`src/rtl/bitty_core_param_if.sv`:
```
// Bus bundle for the bitty core: start handshake, instruction word,
// debug register read port and completion status.
interface bitty_core_param_if #(
    parameter int WIDTH = 16
);
    logic             run;
    logic [15:0]      instruction;
    logic [2:0]       dbg_sel;
    logic [WIDTH-1:0] dbg_data;
    logic             busy;
    logic             done;
    logic             illegal;
    logic             flag_z;
    logic             flag_c;

    modport master (
        output run, instruction, dbg_sel,
        input  dbg_data, busy, done, illegal, flag_z, flag_c
    );

    modport slave (
        input  run, instruction, dbg_sel,
        output dbg_data, busy, done, illegal, flag_z, flag_c
    );
endinterface

```
`src/rtl/bitty_core_param.sv`:
```
// Multi-cycle bitty processor core: eight WIDTH-bit registers, a small ALU,
// and a fixed IDLE -> LOADA -> EXEC -> WB sequence per instruction.
module bitty_core_param #(
    parameter int WIDTH = 16,
    parameter int NREGS = 8
) (
    input logic               clk,
    input logic               reset,
    bitty_core_param_if.slave bus
);

    generate
        if (NREGS != 8) begin : g_bad_nregs
            $error("bitty_core_param: NREGS must be exactly 8");
        end
        if ((WIDTH < 10) || (WIDTH > 32)) begin : g_bad_width
            $error("bitty_core_param: WIDTH must lie in 10..32");
        end
    endgenerate

    typedef enum logic [1:0] {
        IDLE  = 2'd0,
        LOADA = 2'd1,
        EXEC  = 2'd2,
        WB    = 2'd3
    } state_t;

    state_t           r_state;
    logic [15:0]      r_instr;
    logic [WIDTH-1:0] r_regs [NREGS];
    logic [WIDTH-1:0] r_a;
    logic [WIDTH-1:0] r_b;
    logic [WIDTH-1:0] r_c;
    logic             r_carry;
    logic             r_busy;
    logic             r_done;
    logic             r_illegal;
    logic             r_flag_z;
    logic             r_flag_c;

    logic [2:0]       w_rx;
    logic [2:0]       w_ry;
    logic [1:0]       w_fmt;
    logic [3:0]       w_op;
    logic             w_illegal;
    logic [WIDTH-1:0] w_b_src;
    logic [WIDTH-1:0] w_imm10;
    logic [WIDTH:0]   w_sum;
    logic [WIDTH-1:0] w_alu;
    logic             w_alu_carry;

    assign w_rx      = r_instr[15:13];
    assign w_ry      = r_instr[12:10];
    assign w_fmt     = r_instr[1:0];
    assign w_op      = (w_fmt == 2'b00) ? r_instr[5:2] : {1'b0, r_instr[4:2]};
    assign w_illegal = (w_fmt == 2'b11) || ((w_fmt == 2'b00) && (r_instr[5:2] > 4'd8));
    assign w_b_src   = (w_fmt == 2'b00) ? r_regs[w_ry] : WIDTH'(r_instr[12:5]);
    assign w_imm10   = WIDTH'(r_instr[12:3]);
    assign w_sum     = {1'b0, r_a} + {1'b0, r_b};

    // Shift distances of WIDTH or more clear the result rather than wrapping.
    always_comb begin
        w_alu       = '0;
        w_alu_carry = 1'b0;
        case (w_op)
            4'd0: begin
                w_alu       = w_sum[WIDTH-1:0];
                w_alu_carry = w_sum[WIDTH];
            end
            4'd1: begin
                w_alu       = r_a - r_b;
                w_alu_carry = (r_a >= r_b);
            end
            4'd2: w_alu = r_a & r_b;
            4'd3: w_alu = r_a | r_b;
            4'd4: w_alu = r_a ^ r_b;
            4'd5: w_alu = ~r_a;
            4'd6: w_alu = (32'(r_b) >= WIDTH) ? '0 : (r_a << r_b);
            4'd7: w_alu = (32'(r_b) >= WIDTH) ? '0 : (r_a >> r_b);
            4'd8: w_alu = r_b;
            default: w_alu = '0;
        endcase
    end

    // Writeback lands on the edge leaving WB; the following cycle is the
    // done cycle, still busy, and run is only sampled once it has passed.
    always_ff @(posedge clk or negedge reset) begin
        if (!reset) begin
            r_state   <= IDLE;
            r_instr   <= '0;
            r_a       <= '0;
            r_b       <= '0;
            r_c       <= '0;
            r_carry   <= 1'b0;
            r_busy    <= 1'b0;
            r_done    <= 1'b0;
            r_illegal <= 1'b0;
            r_flag_z  <= 1'b0;
            r_flag_c  <= 1'b0;
            for (int i = 0; i < NREGS; i++) begin
                r_regs[i] <= '0;
            end
        end else begin
            case (r_state)
                IDLE: begin
                    if (r_done) begin
                        r_done    <= 1'b0;
                        r_illegal <= 1'b0;
                        r_busy    <= 1'b0;
                    end else if (bus.run) begin
                        r_instr <= bus.instruction;
                        r_busy  <= 1'b1;
                        r_state <= LOADA;
                    end
                end
                LOADA: begin
                    r_a     <= r_regs[w_rx];
                    r_b     <= w_b_src;
                    r_state <= EXEC;
                end
                EXEC: begin
                    r_c     <= (w_fmt == 2'b10) ? w_imm10 : w_alu;
                    r_carry <= w_alu_carry;
                    r_state <= WB;
                end
                WB: begin
                    if (!w_illegal) begin
                        r_regs[w_rx] <= r_c;
                        if (w_fmt != 2'b10) begin
                            r_flag_z <= (r_c == '0);
                            r_flag_c <= r_carry;
                        end
                    end
                    r_done    <= 1'b1;
                    r_illegal <= w_illegal;
                    r_state   <= IDLE;
                end
                default: r_state <= IDLE;
            endcase
        end
    end

    assign bus.dbg_data = r_regs[bus.dbg_sel];
    assign bus.busy     = r_busy;
    assign bus.done     = r_done;
    assign bus.illegal  = r_illegal;
    assign bus.flag_z   = r_flag_z;
    assign bus.flag_c   = r_flag_c;

endmodule

```
`src/flat_wrapper.sv`:
```
// flat-port wrapper written by rule: the top's interface ports become plain ports
module bitty_core_param_flat 
#(
    parameter int WIDTH = 16,
    parameter int NREGS = 8
)
  (clk, reset, bus_run, bus_instruction, bus_dbg_sel, bus_dbg_data, bus_busy, bus_done, bus_illegal, bus_flag_z, bus_flag_c);
  bitty_core_param_if #(.WIDTH(WIDTH)) bus_i ();
  input logic clk;
  input logic reset;
  input wire logic [$bits(bus_i.run)-1:0] bus_run;
  input wire logic [$bits(bus_i.instruction)-1:0] bus_instruction;
  input wire logic [$bits(bus_i.dbg_sel)-1:0] bus_dbg_sel;
  output wire logic [$bits(bus_i.dbg_data)-1:0] bus_dbg_data;
  output wire logic [$bits(bus_i.busy)-1:0] bus_busy;
  output wire logic [$bits(bus_i.done)-1:0] bus_done;
  output wire logic [$bits(bus_i.illegal)-1:0] bus_illegal;
  output wire logic [$bits(bus_i.flag_z)-1:0] bus_flag_z;
  output wire logic [$bits(bus_i.flag_c)-1:0] bus_flag_c;
  assign bus_i.run = bus_run;
  assign bus_i.instruction = bus_instruction;
  assign bus_i.dbg_sel = bus_dbg_sel;
  assign bus_dbg_data = bus_i.dbg_data;
  assign bus_busy = bus_i.busy;
  assign bus_done = bus_i.done;
  assign bus_illegal = bus_i.illegal;
  assign bus_flag_z = bus_i.flag_z;
  assign bus_flag_c = bus_i.flag_c;
  bitty_core_param #(.WIDTH(WIDTH), .NREGS(NREGS)) u_core (.clk(clk), .reset(reset), .bus(bus_i));
endmodule
```
`config.mk`:
```
export PLATFORM = sky130hd
export DESIGN_NAME = bitty_core_param_flat
export DESIGN_NICKNAME = d
export VERILOG_FILES = /design/src/rtl/bitty_core_param_if.sv /design/src/rtl/bitty_core_param.sv /design/src/flat_wrapper.sv
export SDC_FILE = /design/constraint.sdc
export NUM_CORES = 1
export LEC_CHECK = 0
export BUFFER_PORTS_ARGS = -buffer_cell sky130_fd_sc_hd__buf_2
export CORE_MARGIN = 1
export CORE_UTILIZATION = 25
export CTS_BUF_LIST = sky130_fd_sc_hd__clkbuf_4 sky130_fd_sc_hd__clkbuf_8
export DETAILED_ROUTE_END_ITERATION = 6
export GPL_TIMING_DRIVEN = 0
export PLACE_DENSITY = 0.49
export SYNTH_ARGS = -nofsm -noshare
export SYNTH_HDL_FRONTEND = slang
export SYNTH_SLANG_ARGS = --single-unit
```
`constraint.sdc`:
```
create_clock -name clk -period 4.65 [get_ports clk]
set_clock_uncertainty 0.1 [all_clocks]
set_input_delay 0.93 -clock clk [delete_from_list [all_inputs] [get_ports clk]]
set_output_delay 0.93 -clock clk [all_outputs]
set_load 0.1 [all_outputs]
```
==> flow_summary_export.csv, run 1 <==
group,metric,value,unit
worst_setup_path,critical_path_required,4.89,ns
die,rows,88,
cells_and_area,insertedDiodeCount,0,
synth,async_flop_share,1.00,
synth,synth.net_count,1395,
routing,drt-pass1-iter-count,6,
run_status,outcome,"finished clean",
synth,ys_seq_area_frac,0.344,
routing,detail_route.wirelength,54900,um
synth,netlist-cell-type-count,79,
synth,syn-mean-instance-area,11.0,um2
routing,vias_per_cell,5.57,
global_routing,track_usage,0.185,
worst_setup_path,critPathKind,"flip-flop to flip-flop",
global_routing,grt_first_pass_wirelength,82100,um
min_path,type_of_the_most_critical_hold_path,"flip-flop to flip-flop",
clocking,clock_tree.buffer_depth,2,
worst_setup_path,critical_path_peak_fanout,10,
clocking,cts_max_level,4,
synth,synthTopCellsByCount,"dfrtp_1 (200), mux2_2 (170), mux4_2 (112)",
global_routing,grt_pass1_vias,11900,
routing,dr_total_vias,12000,
die,num_io_pins,43,
worst_setup_path,critical_path.n_buffers_inverters,2,
clocking,tritoncts,"built",
synth,cells_after_synth,1319,
synth,post-synth-top-count-cell,"dfrtp_1",
die,core_region_area,0.0576,mm2
place,port_buffers,40,
clocking,cts.sink_count,200,
die,horizontal_die_dimension,243,um
die,die_height,243,um
timing,drv_slew,0,
global_routing,grt_max_degree,112,
cells_and_area,final.fill_count,6012,
routing,initialDrtViolationCount,1344,
worst_setup_path,kind_of_start_point_of_the_critical_path,"flip-flop",
global_routing,initial_antenna_violation_count,0,
timing,final_period_minus_worst_setup_slack,4.43,ns
synth,post_synth_instance_area,0.0146,mm2
timing,post-route-period-util,0.953,
die,start_util,0.253,
clocking,cts_root_buffer,"clkbuf_8",
synth,synth.ff_latch_count,200,
timing,setup_viol,0,
worst_setup_path,worst_path_dominant_cell_family,"compound AO/OA/AOI/OAI gates",
synth,synth.area.top_cells,"dfrtp_1 (34%), mux4_2 (17%), mux2_2 (13%)",
die,die_area,0.0592,mm2
worst_setup_path,worst_path_max_delay_cell,"fa_1",
synth,synthesis.yosys.warnings,0,
worst_setup_path,critPathCaptureType,"flip-flop",
routing,ant_nets,0,
place,gpl_wtd_cong,0.938,
cells_and_area,drive_gt1_frac,0.283,
timing,max-slew-margin-rel,0.0906,
synth,synthDominantAreaCellType,"dfrtp_1",
place,dpl-instance-area,0.0158,mm2
routing,route.detailed.drc,0,
clocking,post-cts-setup-buffers,0,
cells_and_area,fin_area,0.0162,mm2
clocking,tritoncts.num_buffers,17,
job,drv.max_cap_violation_count,0,
timing,timing_worst_slew_pin_value,1.35,ns
synth,synth_top_area_share,0.344,
timing,grt_setup_unrepaired,"false",
clocking,clkTransAtPathRegs,0.10,ns
cells_and_area,post-route-util,0.281,
synth,synthFlopType,"dfrtp_1",
cells_and_area,syn_to_final_growth,11.0,%
clocking,clk-insertion-delay-late,0.49,ns
place,post-dp-hpwl,40100,um
worst_setup_path,cp_cell_instances,"buf_1, inv_1, fa_1, nor3b_1, or3_1, a31o_2, o41ai_2, xnor2_1, a221oi_1, o2bb2ai_1",
worst_setup_path,critical_path.max_stage_delay,0.57,ns
worst_setup_path,cp_data_arrival_time,4.67,ns
timing,max_freq,226,MHz
cells_and_area,finalNetCount,1455,
routing,drt-wirelength-per-cell,25.4,um
timing,finalHoldViolCount,0,
synth,synth_enable_flop_cells,0,
global_routing,total_grt_overflow,0,
-- worst paths after layout --
check	endpoint	from	cells past startpoint	slack [ns]
worst min-delay path	u_core.bus.illegal$_DFFE_PN0P_	u_core.bus.illegal$_DFFE_PN0P_	2	0.41
worst max-delay path	u_core.r_c[12]$_DFFE_PN0P_	u_core.r_b[1]$_DFFE_PN0N_	10	0.22
min in group asynchronous	u_core.r_regs[48]$_DFFE_PN0P_	reset	1	0.43
max in group asynchronous	u_core.bus.busy$_DFFE_PN0P_	reset	2	3.04
worst min register to register	u_core.bus.illegal$_DFFE_PN0P_	u_core.bus.illegal$_DFFE_PN0P_	2	0.41
worst max register to register	u_core.r_c[12]$_DFFE_PN0P_	u_core.r_b[1]$_DFFE_PN0N_	10	0.22
-- registers in the layout, indices dropped and copies added (netlist names) --
register            count
u_core.bus.flag_z       1
u_core.r_carry          1
u_core.r_c             16
u_core.bus.busy         1
u_core.r_a             16
u_core.r_b             16
u_core.bus.flag_c       1
u_core.r_instr         16
u_core.bus.done         1
u_core.r_state          2
u_core.r_regs         128
u_core.bus.illegal      1
-- cells by family after synthesis --
logic type | synth area share
buf+inv | 0.0482
flops | 0.344
xor+xnor | 0.00301
mux | 0.338
fa+ha+maj | 0.0474
compound gates | 0.132
simple gates | 0.0883
-- final cells by class --
| cell class | instances | area [um2] | area share |
|---|---|---|---|
| clock inverters | 8 | 85.1 | 0.00526 |
| well taps | 765 | 957 | 0.0592 |
| plain buffers | 128 | 510 | 0.0316 |
| repair buffers | 41 | 238 | 0.0147 |
| multi-input cells | 940 | 8870 | 0.549 |
| clock buffers | 24 | 312 | 0.0193 |
| inverters | 51 | 191 | 0.0118 |
| flip-flops and latches | 200 | 5000 | 0.310 |
-- worst min-delay path, cell delays in order (launching register included) --
cell and delay, ns:
dfrtp_1 0.37, nand2_1 0.06, o21ai_0 0.06
-- metal layers --
metal  vias to the layer above  part of all wire  track usage
met5                         -                 0            0
met4                         0             0.035       0.0647
met3                        96             0.065       0.0207
met2                       630              0.47        0.297
met1                      6148              0.43        0.257
li1                       5136                 -            -
-- what timing repair did --
item / in CTS / in global routing
setup endpoints to repair: 0 / 1
gates resized for setup: 0 / 1
hold buffers: 0 / 0
-- cell usage in the layout (no fill, tap or decap), types with 6 or more instances in the layout --
cell	synthesis	layout
clkbuf_8	0	21
inv_1	49	49
mux2i_1	48	48
o31ai_1	6	6
ha_1	52	52
o211ai_1	16	16
nor4_1	9	9
o21ai_0	47	47
nand2b_1	14	14
dfrtp_1	200	200
nor3_1	24	23
nand3_1	12	12
a211oi_1	19	19
a21oi_1	77	77
mux2_2	170	170
a2111oi_0	7	6
nor2_1	84	84
o22ai_1	15	15
a221oi_1	13	13
clkbuf_1	82	82
or3_1	13	13
nor2b_1	9	9
a31oi_1	14	14
mux4_2	112	112
nand2_1	72	72
a21o_1	9	9
buf_2	17	56
buf_1	27	27
-- through the flow --
step / worst slack (ns) / TNS (ns) / hold WS, ns / std cells
2_1_floorplan: 0.888 / 0 / 0.382 / 1319
6_report: 0.220 / 0 / 0.414 / 2157
3_5_place_dp: 0.178 / 0 / 0.399 / 2125
3_3_place_gp: -1.01 / -195.44 / 0.393 / 2124
4_1_cts: 0.174 / 0 / 0.424 / 2157
5_1_grt: 0.0695 / 0 / 0.443 / 2157
Power of run 1 is left out: the tool's default activity adds up to more than one toggle a clock period on the data nets, which glitch-free logic cannot reach.
==> run 2: changes to the inputs <==
--- a/config.mk
+++ b/config.mk
@@ -6,6 +6,7 @@
 export NUM_CORES = 1
 export LEC_CHECK = 0
 export BUFFER_PORTS_ARGS = -buffer_cell sky130_fd_sc_hd__buf_2
+export CORE_ASPECT_RATIO = 0.8
 export CORE_MARGIN = 1
 export CORE_UTILIZATION = 25
 export CTS_BUF_LIST = sky130_fd_sc_hd__clkbuf_4 sky130_fd_sc_hd__clkbuf_8
==> flow_summary_export.csv, run 2 (synthesis gave the netlist of run 1 again) <==
group,metric,value,unit
clocking,tritoncts,"built",
worst_setup_path,critical_path.max_stage_delay,1.02,ns
worst_setup_path,critical_path.startpoint,"bus_dbg_sel[0]",
routing,drt-pass1-iter-count,6,
global_routing,grt_pass1_vias,11400,
die,start_util,0.255,
worst_setup_path,worst_path_max_delay_cell,"buf_1",
worst_setup_path,kind_of_start_point_of_the_critical_path,"input pin",
place,gpl_wtd_cong,0.989,
worst_setup_path,critical_path_peak_fanout,10,
worst_setup_path,critPathCaptureType,"output pin",
routing,vias_per_cell,5.56,
timing,timing_worst_slew_pin_value,1.35,ns
clocking,cts.sink_count,200,
routing,route.detailed.drc,0,
routing,initialDrtViolationCount,1266,
timing,final_period_minus_worst_setup_slack,4.48,ns
die,die_area,0.0593,mm2
timing,setup_viol,0,
clocking,clk-insertion-delay-late,0.53,ns
clocking,tritoncts.num_buffers,17,
die,die_height,218,um
clocking,cts.hold.buffers_added,0,
clocking,cts_root_buffer,"clkbuf_8",
run_status,outcome,"finished clean",
die,rows,78,
cells_and_area,drive_gt1_frac,0.284,
global_routing,total_grt_overflow,0,
worst_setup_path,cp_cell_instances,"clkbuf_1, buf_1, mux4_2, mux2_2, buf_2",
die,num_io_pins,43,
worst_setup_path,critPathKind,"input pin to output pin",
worst_setup_path,critical_path_required,3.62,ns
timing,max_freq,223,MHz
job,drv.max_cap_violation_count,0,
worst_setup_path,worst_path_dominant_cell_family,"buffers and inverters",
clocking,clkTransAtPathRegs,0.11,ns
die,core_region_area,0.0571,mm2
timing,finalHoldViolCount,0,
worst_setup_path,startpoint_of_the_lowest_slack_register_to_register_path,"u_core.r_instr[3]$_DFFE_PN0P_",
cells_and_area,layout.cells.non_filler,2155,
place,port_buffers,40,
min_path,type_of_the_most_critical_hold_path,"input pin to async pin",
clocking,post-cts-setup-buffers,0,
timing,post-route-period-util,0.963,
timing,grt_setup_unrepaired,"false",
timing,max-slew-margin-rel,0.0888,
global_routing,grt_max_degree,112,
worst_setup_path,cp_data_arrival_time,3.45,ns
cells_and_area,fin_area,0.0162,mm2
worst_setup_path,critical_path.n_buffers_inverters,3,
place,post-dp-hpwl,42300,um
timing,drv_slew,0,
clocking,clock_tree.buffer_depth,2,
routing,drt-wirelength-per-cell,26.2,um
routing,dr_total_vias,12000,
global_routing,track_usage,0.191,
global_routing,initial_antenna_violation_count,1,
cells_and_area,largest_register_ffs,128,
clocking,cts_max_level,4,
cells_and_area,final_common_cell,"dfrtp_1",
routing,detail_route.wirelength,56400,um
cells_and_area,regMostFlops,"u_core.r_regs",
cells_and_area,syn_to_final_growth,11.2,%
place,dpl-instance-area,0.0158,mm2
cells_and_area,most-common-layout-cells,"dfrtp_1 (200), mux2_2 (170), mux4_2 (112)",
die,horizontal_die_dimension,272,um
cells_and_area,finalNetCount,1456,
routing,ant_nets,0,
place,post_place_cells,2121,
global_routing,grt_first_pass_wirelength,82200,um
run 2: cell count changes in the layout (fill, tap and decap cells not counted), moves of 2 or more:
| cell | before | now |
|---|---|---|
| inv_8 | 0 | 5 |
| clkbuf_8 | 21 | 17 |
| clkbuf_4 | 3 | 0 |
| clkinv_8 | 0 | 3 |
| diode_2 | 0 | 2 |
run 2: final timing paths:
kind                                             endpoint  slack, ns  cells past startpoint
min in group clk           u_core.bus.illegal$_DFFE_PN0P_       0.41                      2
max reg2reg                 u_core.r_regs[35]$_DFFE_PN0P_       0.19                      8
min                         u_core.r_regs[28]$_DFFE_PN0P_       0.06                      1
max                                       bus_dbg_data[7]       0.17                      5
min reg2reg                u_core.bus.illegal$_DFFE_PN0P_       0.41                      2
max in group asynchronous  u_core.r_regs[113]$_DFFE_PN0P_       3.21                      3
run 2: routing by layer:
metal / vias up / track usage / part of all wire
met4: 0 / 0.0341 / 0.012
li1: 5136 / - / -
met2: 581 / 0.261 / 0.41
met1: 6213 / 0.283 / 0.47
met5: - / 0 / 0
met3: 47 / 0.0720 / 0.11
run 2: area by class of cell:
type | instances | area (um2)
antenna | 2 | 5.00
buffer | 128 | 510
clock buffer | 17 | 234
clock inverter | 15 | 159
fill | 5957 | 40900
inverter | 51 | 191
multi-input combinational | 940 | 8880
sequential | 200 | 5000
tap | 760 | 951
timing repair buffer | 42 | 265
run 2: worst register-to-register path, stage by stage (launching register included):
cell      delay [ns]
dfrtp_1         0.50
or3_1           0.49
clkbuf_1        0.23
a22oi_1         0.52
and2_1          0.47
nand2_1         0.20
nor2_1          0.93
buf_2           0.53
mux2_2          0.39
run 2: what timing repair did:
| item | 4_1_cts | 5_1_grt |
|---|---|---|
| endpoints found under the setup margin | 0 | 2 |
| resized for setup | 0 | 2 |
| endpoints found under the hold margin | 0 | 0 |
run 2: stage by stage:
| stage | TNS [ns] | hold slack (ns) | util | setup slack [ns] |
|---|---|---|---|---|
| after floorplan | 0 | 0.382 | - | 0.888 |
| after global placement | -202.48 | 0.391 | 0.275 | -1.04 |
| after detailed placement | 0 | 0.370 | 0.277 | 0.158 |
| after CTS | 0 | 0.0422 | 0.284 | 0.154 |
| after global routing | 0 | 0.0257 | 0.284 | 0.00773 |
| final | 0 | 0.0647 | 0.284 | 0.170 |
Power of run 2 is left out for the same reason.
